File: config.mk
export PLATFORM = sky130hd
export DESIGN_NAME = control_pipe
export DESIGN_NICKNAME = d
export VERILOG_FILES = /design/src/rtl/control_pipe.sv
export SDC_FILE = /design/constraint.sdc
export NUM_CORES = 1
export LEC_CHECK = 0
export ABC_AREA = 0
export ABC_CLOCK_PERIOD_IN_PS = 3300
export CORE_MARGIN = 3
export CORE_UTILIZATION = 33
export CTS_CLUSTER_DIAMETER = 50
export DETAILED_ROUTE_END_ITERATION = 12
export PLACE_DENSITY_LB_ADDON = 0.05
export SYNTH_ARGS = -nofsm -noshare
export SYNTH_HDL_FRONTEND = slang
export SYNTH_SLANG_ARGS = --single-unit
File: constraint.sdc
create_clock -name i_clk -period 3.3 [get_ports i_clk]
set_input_delay 0.99 -clock i_clk [delete_from_list [all_inputs] [get_ports i_clk]]
set_output_delay 0.99 -clock i_clk [all_outputs]
set_load 0.005 [all_outputs]
File: src/rtl/control_pipe.sv
// control_pipe: registered, hazard-aware main control for the MIPS pipeline.
// Decodes the ID instruction, latches the EX/MEM/WB control bundle into the
// ID/EX boundary, raises a load-use stall and runs a drain-then-halt sequence.
module control_pipe #(
  parameter int N_BITS       = 32,
  parameter int N_BITS_OP    = 6,
  parameter int N_BITS_REG   = 5,
  parameter int DRAIN_CYCLES = 4,
  parameter logic [N_BITS_OP-1:0] HALT_OPCODE = 6'b111111
) (
  input  logic                  i_clk,
  input  logic                  i_reset,
  input  logic                  i_valid,
  input  logic [N_BITS-1:0]     i_instruccion,
  input  logic                  i_flush,
  input  logic                  i_idex_memRead,
  input  logic [N_BITS_REG-1:0] i_idex_rt,
  output logic                  o_stall,
  output logic                  o_valid,
  output logic [1:0]            o_control_EX_ALUOp,
  output logic                  o_control_EX_ALUSrc,
  output logic                  o_control_EX_regDst,
  output logic                  o_control_EX_jal,
  output logic [1:0]            o_control_M_branch,
  output logic                  o_control_M_memRead,
  output logic                  o_control_M_memWrite,
  output logic                  o_control_WB_memtoReg,
  output logic                  o_control_WB_regWrite,
  output logic                  o_draining,
  output logic                  o_halted
);

  localparam int CNT_W = (DRAIN_CYCLES > 1) ? $clog2(DRAIN_CYCLES) : 1;

  typedef enum logic [1:0] {
    RUN    = 2'd0,
    DRAIN  = 2'd1,
    HALTED = 2'd2
  } state_e;

  typedef struct packed {
    logic       valid;
    logic [1:0] alu_op;
    logic       alu_src;
    logic       reg_dst;
    logic       jal;
    logic [1:0] branch;
    logic       mem_read;
    logic       mem_write;
    logic       mem_to_reg;
    logic       reg_write;
  } ctrl_t;

  // Instruction fields
  logic [N_BITS_OP-1:0]  opcode;
  logic [N_BITS_REG-1:0] rs;
  logic [N_BITS_REG-1:0] rt;
  logic [15:0]           unused_imm;

  assign opcode     = i_instruccion[N_BITS-1 -: N_BITS_OP];
  assign rs         = i_instruccion[25 -: N_BITS_REG];
  assign rt         = i_instruccion[20 -: N_BITS_REG];
  assign unused_imm = i_instruccion[15:0];

  // Registered state
  state_e             state_q, state_d;
  logic [CNT_W-1:0]   cnt_q, cnt_d;
  ctrl_t              ctl_q, ctl_d;
  logic               draining_q, draining_d;
  logic               halted_q, halted_d;

  // Decode results
  ctrl_t dec;
  logic  rs_used;
  logic  rt_used;
  logic  is_halt;
  logic  stall;

  // Opcode decode into a control bundle plus source-register usage
  always_comb begin
    dec     = '0;
    rs_used = 1'b1;
    rt_used = 1'b0;
    case (opcode)
      6'b000000: begin
        dec.valid     = 1'b1;
        dec.reg_dst   = 1'b1;
        dec.reg_write = 1'b1;
        rt_used       = 1'b1;
      end
      6'b001111, 6'b001000, 6'b001100, 6'b001101, 6'b001110, 6'b001010: begin
        dec.valid     = 1'b1;
        dec.alu_op    = 2'b10;
        dec.alu_src   = 1'b1;
        dec.reg_write = 1'b1;
      end
      6'b000100, 6'b000101: begin
        dec.valid  = 1'b1;
        dec.branch = 2'b01;
        dec.alu_op = 2'b01;
        rt_used    = 1'b1;
      end
      6'b000010: begin
        dec.valid  = 1'b1;
        dec.branch = 2'b10;
        rs_used    = 1'b0;
      end
      6'b000011: begin
        dec.valid     = 1'b1;
        dec.branch    = 2'b10;
        dec.reg_write = 1'b1;
        dec.jal       = 1'b1;
        rs_used       = 1'b0;
      end
      6'b101000, 6'b101001, 6'b101011: begin
        dec.valid     = 1'b1;
        dec.alu_op    = 2'b10;
        dec.alu_src   = 1'b1;
        dec.mem_write = 1'b1;
        rt_used       = 1'b1;
      end
      6'b100000, 6'b100001, 6'b100011, 6'b100100, 6'b100101, 6'b100111: begin
        dec.valid      = 1'b1;
        dec.mem_read   = 1'b1;
        dec.mem_to_reg = 1'b1;
        dec.alu_src    = 1'b1;
        dec.reg_write  = 1'b1;
      end
      default: ;
    endcase
    // Halt always latches as a bubble, even if it aliases a decoded class
    if (opcode == HALT_OPCODE) begin
      dec = '0;
    end
  end

  assign is_halt = (opcode == HALT_OPCODE);

  // Load-use hazard: EX load writes a register the ID instruction reads
  always_comb begin
    stall = 1'b0;
    if ((state_q == RUN) && i_valid && !i_flush && !i_reset &&
        i_idex_memRead && (i_idex_rt != '0)) begin
      stall = (rs_used && (i_idex_rt == rs)) || (rt_used && (i_idex_rt == rt));
    end
  end

  assign o_stall = stall;

  // Next bundle and halt-sequence state
  always_comb begin
    state_d = state_q;
    cnt_d   = cnt_q;
    ctl_d   = '0;
    case (state_q)
      RUN: begin
        if (i_valid && !i_flush && !stall) begin
          ctl_d = dec;
          if (is_halt) begin
            state_d = DRAIN;
            cnt_d   = CNT_W'(DRAIN_CYCLES - 1);
          end
        end
      end
      DRAIN: begin
        if (cnt_q == '0) begin
          state_d = HALTED;
        end else begin
          cnt_d = cnt_q - 1'b1;
        end
      end
      HALTED: ;
      default: state_d = RUN;
    endcase
    draining_d = (state_d == DRAIN);
    halted_d   = (state_d == HALTED);
  end

  // State and registered outputs, synchronous active-high reset
  always_ff @(posedge i_clk) begin
    if (i_reset) begin
      state_q    <= RUN;
      cnt_q      <= '0;
      ctl_q      <= '0;
      draining_q <= 1'b0;
      halted_q   <= 1'b0;
    end else begin
      state_q    <= state_d;
      cnt_q      <= cnt_d;
      ctl_q      <= ctl_d;
      draining_q <= draining_d;
      halted_q   <= halted_d;
    end
  end

  assign o_valid               = ctl_q.valid;
  assign o_control_EX_ALUOp    = ctl_q.alu_op;
  assign o_control_EX_ALUSrc   = ctl_q.alu_src;
  assign o_control_EX_regDst   = ctl_q.reg_dst;
  assign o_control_EX_jal      = ctl_q.jal;
  assign o_control_M_branch    = ctl_q.branch;
  assign o_control_M_memRead   = ctl_q.mem_read;
  assign o_control_M_memWrite  = ctl_q.mem_write;
  assign o_control_WB_memtoReg = ctl_q.mem_to_reg;
  assign o_control_WB_regWrite = ctl_q.reg_write;
  assign o_draining            = draining_q;
  assign o_halted              = halted_q;

endmodule

==> run_results.csv, run 1 <==
group,metric,value,unit
floorplanning,die-width,59.8,um
clock_network,cts-root-to-sink-buffers,2,
sta,finalSetupTns,-54.0,ps
route,total_wirelength_of_the_detailed_routed_design,2500,um
sta,setup_viol_count_final,1,
synthesis,synth-seq-cells,17,
clock_network,numCtsBuffers,3,
synthesis,synth_cell_type_count,36,
critical_path,cp_max_fo,2,
placed_design,post-place-cells,201,
pwr,peakVddDrop,0.201,mV
route,post_drt_via_cell_ratio,5.04,
pwr,power,421,uW
synthesis,synth_cells,113,
status,run_status,"complete, but fails checks",
clock_network,clock_insertion_delay_worst_skew,280,ps
floorplanning,floorplan.rows,18,
sta,fin_skew,1.50,ps
synthesis,mappedNetlistArea,955,um^2
synthesis,synth-edff-count,0,
synthesis,synth_sequential_area_ratio,35.6,%
sta,timing.final.hold_violations,0,
clock_network,holdBufCountCts,0,
critical_path,critPathKind,"in2out",
clock_network,tritoncts_clock_tree,"done",
global_routing,maximum_number_of_pins_on_one_net_before_global_route_repair,12,
sta,final_worst_path_period_need,3350,ps
synthesis,ys_dominant_reg_cell,"sky130_fd_sc_hd__dfxtp_1",
sta,number_of_slew_limit_violations_in_the_final_report,0,
global_routing,grt_overflow,0,
route,via_count,1069,
floorplanning,floorplan.initialDensity,36.5,%
route,drcViolationCount,0,
status,violations,"setup timing",
critical_path,endpoint_kind,"output pin",
sta,setup_repair_after_global_routing_missed_its_margin,"true",
sta,tightestPinTransition,330,ps
layout,fin_cells,212,
route,firstDrtPassIters,4,
synthesis,syn_avg_cell_area,8.45,um^2
sta,final_min_period_over_clock_period,102,%
layout,diodes_inserted,0,
floorplanning,num_io_pins,57,
flow_run,drv_cap,0,
route,route.antenna.remaining_nets,0,
clock_network,clk_pin_slew_worst_paths,90,ps
layout,final_net_count,226,
route,drtIter0Drc,14,
sta,setup_ws,-54.0,ps
global_routing,number_of_antenna_violations_at_the_first_check_in_global_routing,0,
min_path,hold_path.class,"reg2reg",
global_routing,grtUsageTotal,15.0,%
layout,fillCellCount,239,
placed_design,numPortBuffers,40,
critical_path,timing.critical_path.required,2310,ps
synthesis,yosysWarningCount,0,
global_routing,vias_in_the_first_global_route,1018,
layout,layout-drive-gt1-share,29.7,%
placed_design,post-dp-hpwl,1970,um
sta,slew_headroom,78.0,%
synthesis,async_flop_share,0,%
clock_network,cts_max_level,1,
floorplanning,fp.coreArea,2610,um^2
critical_path,timing.critical_path.arrival,2360,ps
floorplanning,floorplan.die_area,3570,um^2
placed_design,finalWeightedCongestion,0.744,
global_routing,grt_pass1_wl,4110,um
clock_network,cts_root_buf,"sky130_fd_sc_hd__clkbuf_4",
route,routed_wire_per_std_cell,11.8,um
sta,fmax,0.298,GHz
pwr,power.static_leakage,0.000643,uW
critical_path,cp-start-kind,"input pin",
synthesis,synth_fp_nets,156,
floorplanning,floorplan.die.height,59.8,um
pwr,power.density_cell_area,255,nW/um^2
clock_network,cts_num_sinks,17,
layout,area_growth_syn_to_layout,73.3,%
power by group:
part	switching (uW)	leakage [uW]	internal, uW
logic	44.2	0.000491	64.4
clock network	58.8	0.0000150	46.8
registers	0.419	0.000137	206
total	104	0.000643	318
repair_timing:
action	4_1_cts	5_1_grt
setup endpoints to repair	1	1
resized for setup	45	4
setup buffers	6	1
pin swaps	13	3
sequential cells by signal, summed over array words and instances (netlist names):
signal / count
cnt_q: 2
o_control_M_branch: 2
o_halted: 1
o_control_EX_ALUOp: 2
o_control_EX_regDst: 1
state_q: 2
o_control_WB_regWrite: 1
o_valid: 1
o_control_EX_ALUSrc: 1
o_control_WB_memtoReg: 1
o_control_M_memWrite: 1
o_control_EX_jal: 1
o_draining: 1
worst max-delay path, cell delays in order:
cell	delay, ps
sky130_fd_sc_hd__buf_6	90
sky130_fd_sc_hd__or3_4	390
sky130_fd_sc_hd__o32ai_4	110
sky130_fd_sc_hd__or4b_4	500
sky130_fd_sc_hd__a21oi_4	140
sky130_fd_sc_hd__buf_2	130
cell usage after synthesis (all sizes together) (2+ instances only):
cell,n,share of area (%)
xnor2,6,5.5
nand2,8,3.1
or3,5,4.3
o22ai,3,2.0
o21ai,3,1.6
or4b,2,2.5
nor4,8,5.2
buf,7,5.5
nand3,3,1.6
xor2,4,3.7
nor2b,2,1.3
dfxtp,17,36
nor2,11,4.3
nor3,6,3.7
a21oi,6,3.1
nand4,4,2.6
inv,4,1.6
cells in the final DEF (no fill, tap or decap), drive strengths merged, types with 2 or more instances in the layout:
cell type,count
a21oi,6
buf,37
clkbuf,4
clkdlybuf4s15,7
clkdlybuf4s50,23
dfxtp,17
dlygate4sd2,6
inv,4
nand2,8
nand3,3
nand4,4
nor2,11
nor2b,2
nor3,6
nor4,8
o21ai,3
o22ai,3
or3,5
or4b,2
xnor2,6
xor2,4
cell families (layout without fill, tap and decap cells):
family,count (synthesis),after routing,synth area share [%]
and+or+nand+nor,54,54,32.9
AOI/OAI and AO/OA,18,18,12.3
DFF,17,17,35.6
buffers and inverters,12,81,7.47
xor gates and xnor gates,10,10,9.17
adders and majority gates,1,1,1.31
muxes,1,1,1.18
final timing paths:
kind	startpoint	endpoint	slack (ps)	cells after the start
max	i_instruccion[31]	o_stall	-50	6
min	cnt_q[0]	cnt_q[0]	500	1
max reg2reg	state_q[0]	cnt_q[0]	1280	5
min reg2reg	cnt_q[0]	cnt_q[0]	500	1
final cells by class:
class	count	area (um^2)	share of cell area (%)
clock buffers	4	26.3	1.59
inverters	4	15.0	0.908
multi-input cells	84	597	36.1
flip-flops and latches	17	340	20.6
well taps	30	37.5	2.27
repair buffers	73	638	38.6
metal layers:
layer / vias to the layer above / GRT usage, % / routed length (um)
li1: 548 / - / -
met1: 484 / 18.0 / 1110
met2: 35 / 25.3 / 1180
met3: 2 / 3.46 / 186
met4: 0 / 6.65 / 27
met5: - / 0 / 0
stage by stage:
step / worst slack, ps / cell area (um^2) / hold slack (ps) / util [%]
2_1_floorplan: 7.02 / 958 / 463 / -
3_3_place_gp: -928 / 1540 / 488 / 58.8
3_5_place_dp: -914 / 1540 / 483 / 58.8
4_1_cts: -54.6 / 1640 / 506 / 62.7
5_1_grt: -132 / 1650 / 550 / 63.3
6_report: -54.0 / 1650 / 504 / 63.3
Note: power is estimated with default switching activity, not from simulation.
==> run 2: changes to the inputs <==
- CAP_MARGIN: default -> 20
==> results of run 2 <==
Same layout as run 1: the final DEF is identical, and so are final timing and power.
==> run 3: changes to the inputs <==
--- a/config.mk
+++ b/config.mk
@@ -8,5 +8,5 @@
 export ABC_AREA = 0
 export ABC_CLOCK_PERIOD_IN_PS = 3300
-export CAP_MARGIN = 20
+export CAP_MARGIN = 10
 export CORE_MARGIN = 3
 export CORE_UTILIZATION = 33
==> constraint.sdc (replaced) <==
create_clock -name i_clk -period 3.3 [get_ports i_clk]
set_input_delay 0.99 -clock i_clk [delete_from_list [all_inputs] [get_ports i_clk]]
set_output_delay 0.99 -clock i_clk [all_outputs]
set_load 0.01 [all_outputs]
==> run_results.csv, run 3 (synthesized netlist as in run 1, its figures left out) <==
group,metric,value,unit
route,routed_wire_per_std_cell,12.4,um
clock_network,clock_insertion_delay_worst_skew,280,ps
floorplanning,floorplan.die.height,59.8,um
route,total_wirelength_of_the_detailed_routed_design,2620,um
layout,diodes_inserted,0,
sta,number_of_slew_limit_violations_in_the_final_report,0,
min_path,hold_end,"cnt_q[0]",
layout,leading_cell_type_in_the_layout_fill_and_taps_excluded,"sky130_fd_sc_hd__buf_4",
global_routing,vias_in_the_first_global_route,1022,
layout,area_growth_syn_to_layout,70.8,%
route,firstDrtPassIters,4,
placed_design,finalWeightedCongestion,0.723,
sta,final_worst_path_period_need,3380,ps
global_routing,grt_pass1_wl,4220,um
pwr,power.density_cell_area,261,nW/um^2
critical_path,standard_cell_with_the_maximum_stage_delay_on_the_critical_path,"sky130_fd_sc_hd__or4b_4",
critical_path,r2r_setup_slack,1160,ps
route,post_drt_via_cell_ratio,4.98,
global_routing,number_of_antenna_violations_at_the_first_check_in_global_routing,0,
global_routing,maximum_number_of_pins_on_one_net_before_global_route_repair,12,
critical_path,cp_cell_sequence,"buf_6 -> or3_4 -> o32ai_4 -> or4b_4 -> a21oi_4 -> buf_2",
clock_network,holdBufCountCts,0,
layout,final_net_count,225,
sta,setup_repair_after_global_routing_missed_its_margin,"true",
floorplanning,die-width,59.8,um
pwr,power.static_leakage,0.000632,uW
floorplanning,floorplan.die_area,3570,um^2
sta,timing.final.hold_violations,0,
critical_path,critPathMaxStageDelay,500,ps
route,via_count,1051,
floorplanning,floorplan.initialDensity,36.5,%
global_routing,grt_overflow,0,
min_path,startpoint_of_the_tightest_hold_check_path,"cnt_q[0]",
critical_path,worst_r2r_endpoint,"cnt_q[0]",
pwr,power,425,uW
critical_path,cp-start-kind,"input pin",
sta,slew_headroom,77.5,%
sta,setup_ws,-79.9,ps
critical_path,timing.critical_path.buf_inv,2,
status,violations,"setup timing",
min_path,hold_path.class,"reg2reg",
sta,tightestPinTransition,334,ps
floorplanning,num_io_pins,57,
clock_network,clk_pin_slew_worst_paths,90,ps
critical_path,regToRegStartpoint,"state_q[0]",
placed_design,numPortBuffers,40,
placed_design,post-dp-hpwl,2080,um
route,drtIter0Drc,23,
clock_network,cts_root_buf,"sky130_fd_sc_hd__clkbuf_4",
sta,setup_viol_count_final,1,
global_routing,grtUsageTotal,15.5,%
clock_network,tritoncts_clock_tree,"done",
min_path,min_path_cells,1,
route,route.antenna.remaining_nets,0,
layout,finalInstanceArea,1630,um^2
clock_network,cts-root-to-sink-buffers,2,
critical_path,timing.critical_path.arrival,2390,ps
clock_network,cts_num_sinks,17,
sta,final_min_period_over_clock_period,102,%
clock_network,numCtsBuffers,3,
layout,layout-drive-gt1-share,29.8,%
critical_path,critPathKind,"in2out",
critical_path,timing.reg2reg.worst_path_depth,6,
layout,final_cell_mix,"32 x sky130_fd_sc_hd__buf_4, 23 x sky130_fd_sc_hd__clkdlybuf4s50_1, 17 x sky130_fd_sc_hd__dfxtp_1",
critical_path,endpoint_kind,"output pin",
floorplanning,floorplan.rows,18,
critical_path,critical_path.top_delay_family,"simple AND/OR/NAND/NOR gates",
pwr,peakVddDrop,0.175,mV
flow_run,drv_cap,0,
placed_design,post_dp_cell_area,1540,um^2
critical_path,cp_max_fo,2,
route,drcViolationCount,0,
clock_network,cts_max_level,1,
sta,fin_skew,1.21,ps
status,run_status,"complete, but fails checks",
sta,fmax,0.296,GHz
critical_path,timing.critical_path.required,2310,ps
floorplanning,fp.coreArea,2610,um^2
-- run 3: changes by cell type in the layout (fill, tap and decap cells not counted) --
cell / delta
sky130_fd_sc_hd__clkdlybuf4s15_2: -1
sky130_fd_sc_hd__dlygate4sd2_1: -1
sky130_fd_sc_hd__nor2b_4: -1
sky130_fd_sc_hd__clkbuf_2: +2
sky130_fd_sc_hd__buf_6: -1
sky130_fd_sc_hd__nor3_2: +1
sky130_fd_sc_hd__nor2b_1: +1
sky130_fd_sc_hd__nor3_1: -1
-- run 3: routing by layer --
| metal | global-route usage, % | vias up | share of wire (%) |
|---|---|---|---|
| li1 | - | 546 | - |
| met2 | 25.8 | 44 | 47 |
| met4 | 6.65 | 0 | 1.0 |
| met5 | 0 | - | 0 |
| met1 | 19.6 | 459 | 44 |
| met3 | 2.38 | 2 | 7.5 |
-- run 3: worst max path at each step --
stage               cells past startpoint               from  slack (ps)  endpoint
floorplan                               5  i_instruccion[31]           7   o_stall
global placement                        6  i_instruccion[29]        -900   o_stall
detailed placement                      6  i_instruccion[29]        -900   o_stall
CTS                                     6  i_instruccion[31]        -100   o_stall
global route                            6  i_instruccion[31]        -110   o_stall
finish                                  6  i_instruccion[31]         -80   o_stall
-- run 3: area by class of cell --
class,count,area [um^2]
Multi-Input combinational cell,84,594
Clock buffer,4,26.3
Fill cell,257,982
Timing Repair Buffer,72,617
Inverter,4,15.0
Tap cell,30,37.5
Sequential cell,17,340
-- run 3: stage by stage --
step,cells,util [%],worst slack (ps),hold WS [ps],setup TNS (ps)
global route,211,62.4,-111,535,-111
finish,211,62.4,-79.9,510,-79.9
CTS,210,62.3,-104,510,-104
floorplan,113,-,6.54,463,0
detailed placement,201,59.1,-899,494,-899
global placement,201,59.1,-897,488,-897
-- run 3: timing repair --
item	CTS	global route
setup buffers	5	1
pin swaps	13	6
resized for setup	41	7
setup endpoints to repair	1	1
-- run 3: worst reg2reg max path, delay by kind of cell, from the launching register on --
family	cells	cell delay [ps]
buf+inv	2	270
compound gates	1	180
flops	1	360
simple gates	3	1250
-- run 3: power by group --
| group | leakage [uW] | total [uW] | internal (uW) | switching (uW) |
|---|---|---|---|---|
| combinational | 0.000480 | 109 | 63.7 | 45.3 |
| sequential | 0.000137 | 207 | 206 | 0.447 |
| clock | 0.0000150 | 109 | 46.9 | 62.0 |
